### src/rtl/pq_request_ctl.sv
// Request controller for the priority-queue demo: turns button pulses into
// insert/remove handshakes, captures removed entries and flags illegal ops.
module pq_request_ctl #(
    parameter int KW         = 4,
    parameter int VW         = 4,
    parameter int ERR_CYCLES = 50_000_000
) (
    input  logic          clk,
    input  logic          rst,
    input  logic          btn_add,
    input  logic          btn_remove,
    input  logic [KW-1:0] sw_key,
    input  logic [VW-1:0] sw_val,
    input  logic          pq_full,
    input  logic          pq_empty,
    output logic          req_valid,
    output logic          req_op,
    output logic [KW-1:0] req_key,
    output logic [VW-1:0] req_val,
    input  logic          req_ready,
    input  logic          rsp_valid,
    input  logic [KW-1:0] rsp_key,
    input  logic [VW-1:0] rsp_val,
    output logic [KW-1:0] disp_key,
    output logic [VW-1:0] disp_val,
    output logic          disp_valid,
    output logic          err,
    output logic          busy,
    output logic [7:0]    op_count
);

    localparam int CW = (ERR_CYCLES > 1) ? $clog2(ERR_CYCLES) : 1;
    localparam logic [CW-1:0] ERR_LOAD = CW'(ERR_CYCLES - 1);

    typedef enum logic [1:0] {
        S_IDLE = 2'd0,
        S_REQ  = 2'd1,
        S_WAIT = 2'd2,
        S_ERR  = 2'd3
    } state_t;

    state_t        r_state;
    logic [CW-1:0] r_err_cnt;

    always_ff @(posedge clk or negedge rst) begin
        if (!rst) begin
            r_state    <= S_IDLE;
            r_err_cnt  <= '0;
            req_valid  <= 1'b0;
            req_op     <= 1'b0;
            req_key    <= '0;
            req_val    <= '0;
            disp_key   <= '0;
            disp_val   <= '0;
            disp_valid <= 1'b0;
            err        <= 1'b0;
            busy       <= 1'b0;
            op_count   <= 8'd0;
        end else begin
            case (r_state)
                S_IDLE: begin
                    // Remove takes priority; a simultaneous add pulse is dropped.
                    if ((btn_remove && pq_empty) || (!btn_remove && btn_add && pq_full)) begin
                        r_state   <= S_ERR;
                        r_err_cnt <= ERR_LOAD;
                        err       <= 1'b1;
                        busy      <= 1'b1;
                    end else if (btn_remove) begin
                        r_state   <= S_REQ;
                        req_valid <= 1'b1;
                        req_op    <= 1'b1;
                        req_key   <= '0;
                        req_val   <= '0;
                        busy      <= 1'b1;
                    end else if (btn_add) begin
                        r_state   <= S_REQ;
                        req_valid <= 1'b1;
                        req_op    <= 1'b0;
                        req_key   <= sw_key;
                        req_val   <= sw_val;
                        busy      <= 1'b1;
                    end
                end
                S_REQ: begin
                    if (req_ready) begin
                        req_valid <= 1'b0;
                        if (req_op) begin
                            r_state <= S_WAIT;
                        end else begin
                            r_state  <= S_IDLE;
                            busy     <= 1'b0;
                            op_count <= op_count + 8'd1;
                        end
                    end
                end
                S_WAIT: begin
                    if (rsp_valid) begin
                        r_state    <= S_IDLE;
                        disp_key   <= rsp_key;
                        disp_val   <= rsp_val;
                        disp_valid <= 1'b1;
                        busy       <= 1'b0;
                        op_count   <= op_count + 8'd1;
                    end
                end
                S_ERR: begin
                    // err was raised on entry, so the count runs ERR_CYCLES-1 .. 0.
                    if (r_err_cnt == '0) begin
                        r_state <= S_IDLE;
                        err     <= 1'b0;
                        busy    <= 1'b0;
                    end else begin
                        r_err_cnt <= r_err_cnt - 1'b1;
                    end
                end
                default: begin
                    r_state   <= S_IDLE;
                    req_valid <= 1'b0;
                    err       <= 1'b0;
                    busy      <= 1'b0;
                end
            endcase
        end
    end

endmodule
### config.mk
export PLATFORM = sky130hd
export DESIGN_NAME = pq_request_ctl
export DESIGN_NICKNAME = d
export VERILOG_FILES = /design/src/rtl/pq_request_ctl.sv
export SDC_FILE = /design/constraint.sdc
export NUM_CORES = 1
export LEC_CHECK = 0
export CAP_MARGIN = 40
export CORE_MARGIN = 8
export CORE_UTILIZATION = 30
export CTS_CLUSTER_DIAMETER = 150
export CTS_CLUSTER_SIZE = 28
export DETAILED_ROUTE_END_ITERATION = 10
export PLACE_DENSITY_LB_ADDON = 0.08
export SETUP_SLACK_MARGIN = 0.1
export SKIP_LAST_GASP = 1
export SLEW_MARGIN = 20
export SYNTH_ARGS = -nofsm -noshare
export SYNTH_HDL_FRONTEND = slang
export SYNTH_SLANG_ARGS = --single-unit
export TNS_END_PERCENT = 20
### constraint.sdc
create_clock -name clk -period 2.7 [get_ports clk]
set_input_delay 0.54 -clock clk [delete_from_list [all_inputs] [get_ports clk]]
set_output_delay 0.54 -clock clk [all_outputs]
set_load 0.1 [all_outputs]
Word-level counts from Yosys, hierarchy flattened
Index checks and enable logic that the tools add are counted.
Word-level totals
  register bits: 57
  input bits: 24
  output and inout bits: 29
  logic and storage cells: 80
Cells by class
  $add $sub $neg: 2
  eq/ne operators: 12
  multiplexer cells: 34
  bitwise logic cells: 1
  reductions and logical operators: 19
Operator list (number)
  26-bit 2-to-1 mux: 2
  26-bit one-hot mux with 2 select lines: 1
  26-bit logical NOT: 1
  26-bit by 1-bit subtractor with 26-bit output (second input constant): 1
  8-bit 2-to-1 mux: 3
  4-bit 2-to-1 mux: 4
  8-bit one-hot mux with 2 select lines: 1
  2-bit 2-to-1 mux: 7
  2-bit != test (second input constant): 7
  1-bit 2-to-1 mux: 12
  4-bit AND reduction: 3
  3-bit AND reduction: 3
  8-bit by 1-bit adder with 8-bit output (second input constant): 1
  2-bit one-hot mux with 4 select lines: 1
  2-bit nonzero test: 4
  5-bit AND reduction: 1
  2-bit equality test (second input constant): 2
  4-bit != test (second input constant): 1
  1-bit one-hot mux with 2 select lines: 2
  1-bit one-hot mux with 4 select lines: 1
  1-bit logical AND: 3
  3-bit != test (second input constant): 1
  2-bit by 1-bit equality test with 1-bit output (second input constant): 1
  2-bit logical NOT: 1
  4 further kinds: 4

Logic depth before layout (Yosys ltp)
  word-level depth: 6
  depth in mapped cells: 8
  gate-level depth less buffers: 7

Worst setup path after synthesis
Ideal clock, no wire load.
  path type: reg-to-reg
  start point: register r_err_cnt[0]
  end point: register r_err_cnt[2]
  setup time: 0.141 ns
  arrival time: 1.957 ns
  data required time: 2.559 ns
  path slack: 0.602 ns
  cell stages (with the launch flop): 8
  buffers on the path: 1
  period minus slack after synthesis: 2.098 ns
  cells stage by stage: dfrtp_1 inv_1 ha_1 or4b_4 or3_1 buf_2 a311oi_2 a41oi_1
Between the ends
  longest elaborated chain between the ends: 3
  elaborated cells on any way between the ends: 6
  classes of those cells: 1 x add/sub; 1 x eq/ne; 2 x mux; 2 x reduce/logical
RTL lines
  start: declaration: line 43  | logic [CW-1:0] r_err_cnt;
  start signal: assignment: line 113  | r_err_cnt <= r_err_cnt - 1'b1;
  26-bit by 1-bit subtractor with 26-bit output or 26-bit logical NOT (tied branches): line 113, 108
  26-bit 2-to-1 mux or 2-bit != test (tied branches)
  26-bit one-hot mux with 2 select lines or 3-bit AND reduction (tied branches)
Several ways; a longest one is shown, not always the timed one. The select of a mux whose other input is x is not followed.
A chain may end at the register's enable or synchronous reset.

Final worst setup path
Ends and elaborated chain as after synthesis.

==> out/summary.txt <==
DR iter-0 viols -> 114
number of I/O port buffers -> 52
area share of the largest cell type after synthesis -> 0.485
CTS HTree Levels -> 3
Seq/Total Area, Yosys -> 0.485
Crit Path Class -> reg2reg
Slew headroom -> 0.529
crit path launch type -> flip-flop
#FFs+latches synth -> 57
period utilisation layout -> 0.858
Sink Count -> 57
CP required -> 2.89 ns
via count -> 2281
Via-to-Cell Ratio -> 4.87
Critical Path End Type -> flip-flop
antenna-violating nets left -> 0
Mean Syn Cell Area -> 10.9 µm²
Post-synth EDFFs -> 0
area growth from synthesis to layout -> 28.0%
MaxCap Viol Count -> 0
routed length per instance -> 15.3 µm
setup TNS -> 0 ns
Arr. time, crit path -> 2.51 ns
total power draw -> 1.81 mW
post-CTS setup buffers -> 0
first-pass iteration count of the detailed router -> 4
non-filler instance count after layout -> 468
yosys warns -> 0
Hold Vio Cnt, Final -> 0
row cnt -> 36
post-CTS sizing -> 0
clock latency at the later pin of the worst-skew pair -> 0.33 ns
FFs w/ async S/R, synth -> 1.00
cts hold-fix bufs -> 0
Detailed Place HPWL -> 5.10 mm
Routability Congestion -> 0.738
ant diodes -> 0
GR Overflow Total -> 0
initial antenna violation count -> 0
die area -> 13200 µm²
Clock Skew -> 0.00643 ns
RSZ-0062 raised after global routing -> no
Most used DFF post-synth -> dfrtp_1
CORE AREA -> 9640 µm²
top post-synthesis cells by area -> dfrtp_1 49%, mux2_2 3.4%, nand2_1 2.8%
first-pass GRT wire length -> 11.7 mm
Num CTS Buffers -> 9
worst-margin pin slew -> 0.706 ns
Final setup viols -> 0
clk slew on worst S/H paths -> 0.07 ns
Pleak -> 1.63 nW
FMAX -> 0.432 GHz
layout cells sized above 1 -> 0.257
VDD IR-drop max -> 0.198 mV
die height -> 115 µm
CTS tree -> done
clock period minus worst slack -> 2.32 ns
Die W -> 115 µm
Syn Std Cell Area -> 2940 µm²
DRT Wirelength -> 7.14 mm
post-synth net total -> 295
Yosys top cell by area -> dfrtp_1
gr usage total -> 0.115
vias in the first global route -> 2260
cell count after synthesis -> 269
# DRC -> 0
CTS max path bufs -> 2
final core utilization -> 0.390
max-slew violations -> 0
status -> completed
Max Fanout on Critical Path -> 6
FILL cells -> 991
PD cells -> 480 nW/µm²
Root Driver -> clkbuf_8
Worst Hold Class -> in2async
Netlist cell types -> 65
largest net degree at the start of global routing -> 26
Post-Place Cells -> 452
initial core utilization -> 0.305
fin nets -> 356
number of top-level pins -> 53
cell type report:
cell class	instances	area (µm²)	share of cell area
Tap cell	133	166	0.0442
Inverter	6	22.5	0.00599
Clock inverter	7	95.1	0.0253
Clock buffer	9	124	0.0329
Multi-Input combinational cell	194	1410	0.375
Timing Repair Buffer	62	518	0.138
Sequential cell	57	1430	0.379
per-layer routing:
layer / vias to the layer above / routed length (µm) / track usage
met5: - / 0 / 0
met1: 1105 / 3340 / 0.146
met4: 0 / 150 / 0.0560
met2: 49 / 3210 / 0.174
met3: 11 / 436 / 0.0341
li1: 1116 / - / -
through the flow:
step | area [µm²] | hold WS, ns | setup WS, ns
2_1_floorplan | 2940 | 0.244 | 0.602
3_3_place_gp | 3540 | 0.453 | 0.238
3_5_place_dp | 3540 | 0.462 | 0.217
4_1_cts | 3760 | 0.224 | 0.383
5_1_grt | 3760 | 0.233 | 0.259
6_report | 3760 | 0.217 | 0.384
placed cells by master, fill, tap and decap left out, drive strengths merged, types with 3 or more instances in the layout:
cell type      instances
nor2                  16
xnor2                  5
nor4                   6
clkinv                 4
clkbuf                 9
a21oi                  4
or4                    3
nor3                  12
clkdlybuf4s50         22
nor2b                  3
a31oi                  3
mux2                   9
o21ai                 19
nand4                  5
nand2                 22
or3                    5
o31ai                  3
dfrtp                 57
inv                    6
a211oi                 3
nand2b                11
o311ai                 3
mux2i                  5
buf                   40
nand3                 11
and4                   5
and2                   5
xor2                   6
flip-flops by register name, summed over array words and instances, names as in the netlist:
signal	flops
r_state	2
req_key	4
r_err_cnt	26
req_valid	1
disp_val	4
req_val	4
op_count	8
busy	1
disp_key	4
req_op	1
disp_valid	1
err	1
Yosys cell counts, types with 4 or more instances:
master	instances
and2_1	4
a21oi_1	4
dfrtp_1	57
nand4_1	4
xor2_1	6
xnor2_1	5
o21ai_0	10
inv_1	6
o21ai_1	9
nor3_1	8
clkbuf_1	4
nor2_1	16
nand2b_1	11
mux2_2	9
or3_1	4
and4_1	5
nand3_1	10
nand2_1	22
mux2i_1	5
final timing paths:
kind                       slack (ns)          from  cells past startpoint             to
max in group asynchronous        1.79           rst                      2  r_err_cnt[20]
min in group clk                 0.47   op_count[7]                      1    op_count[7]
setup / recovery                 0.38  r_err_cnt[0]                      6   r_err_cnt[2]
hold reg to reg                  0.47   op_count[7]                      1    op_count[7]
setup reg to reg                 0.38  r_err_cnt[0]                      6   r_err_cnt[2]
hold / removal                   0.22           rst                      1     req_key[1]
where the power goes:
part | leakage (nW) | switching, mW | internal, mW
combinational | 0.807 | 0.0300 | 0.0366
sequential | 0.716 | 0 | 0.853
clock | 0.109 | 0.368 | 0.519
kinds of logic after synthesis:
logic type	Yosys count	share of synthesized area
AOI/OAI and AO/OA	51	0.121
xor gates and xnor gates	11	0.0328
adders and majority gates	2	0.00851
buffers and inverters	18	0.0353
DFF	57	0.485
muxes	14	0.0515
and+or+nand+nor	116	0.266
worst max-delay path, cell delays in order, from the launching register on:
cell      delay [ns]
dfrtp_1         0.40
inv_1           0.10
ha_1            0.25
or4b_4          0.54
or3_1           0.54
a311oi_2        0.29
a41oi_1         0.06
Note: power is estimated with default switching activity, not from simulation.
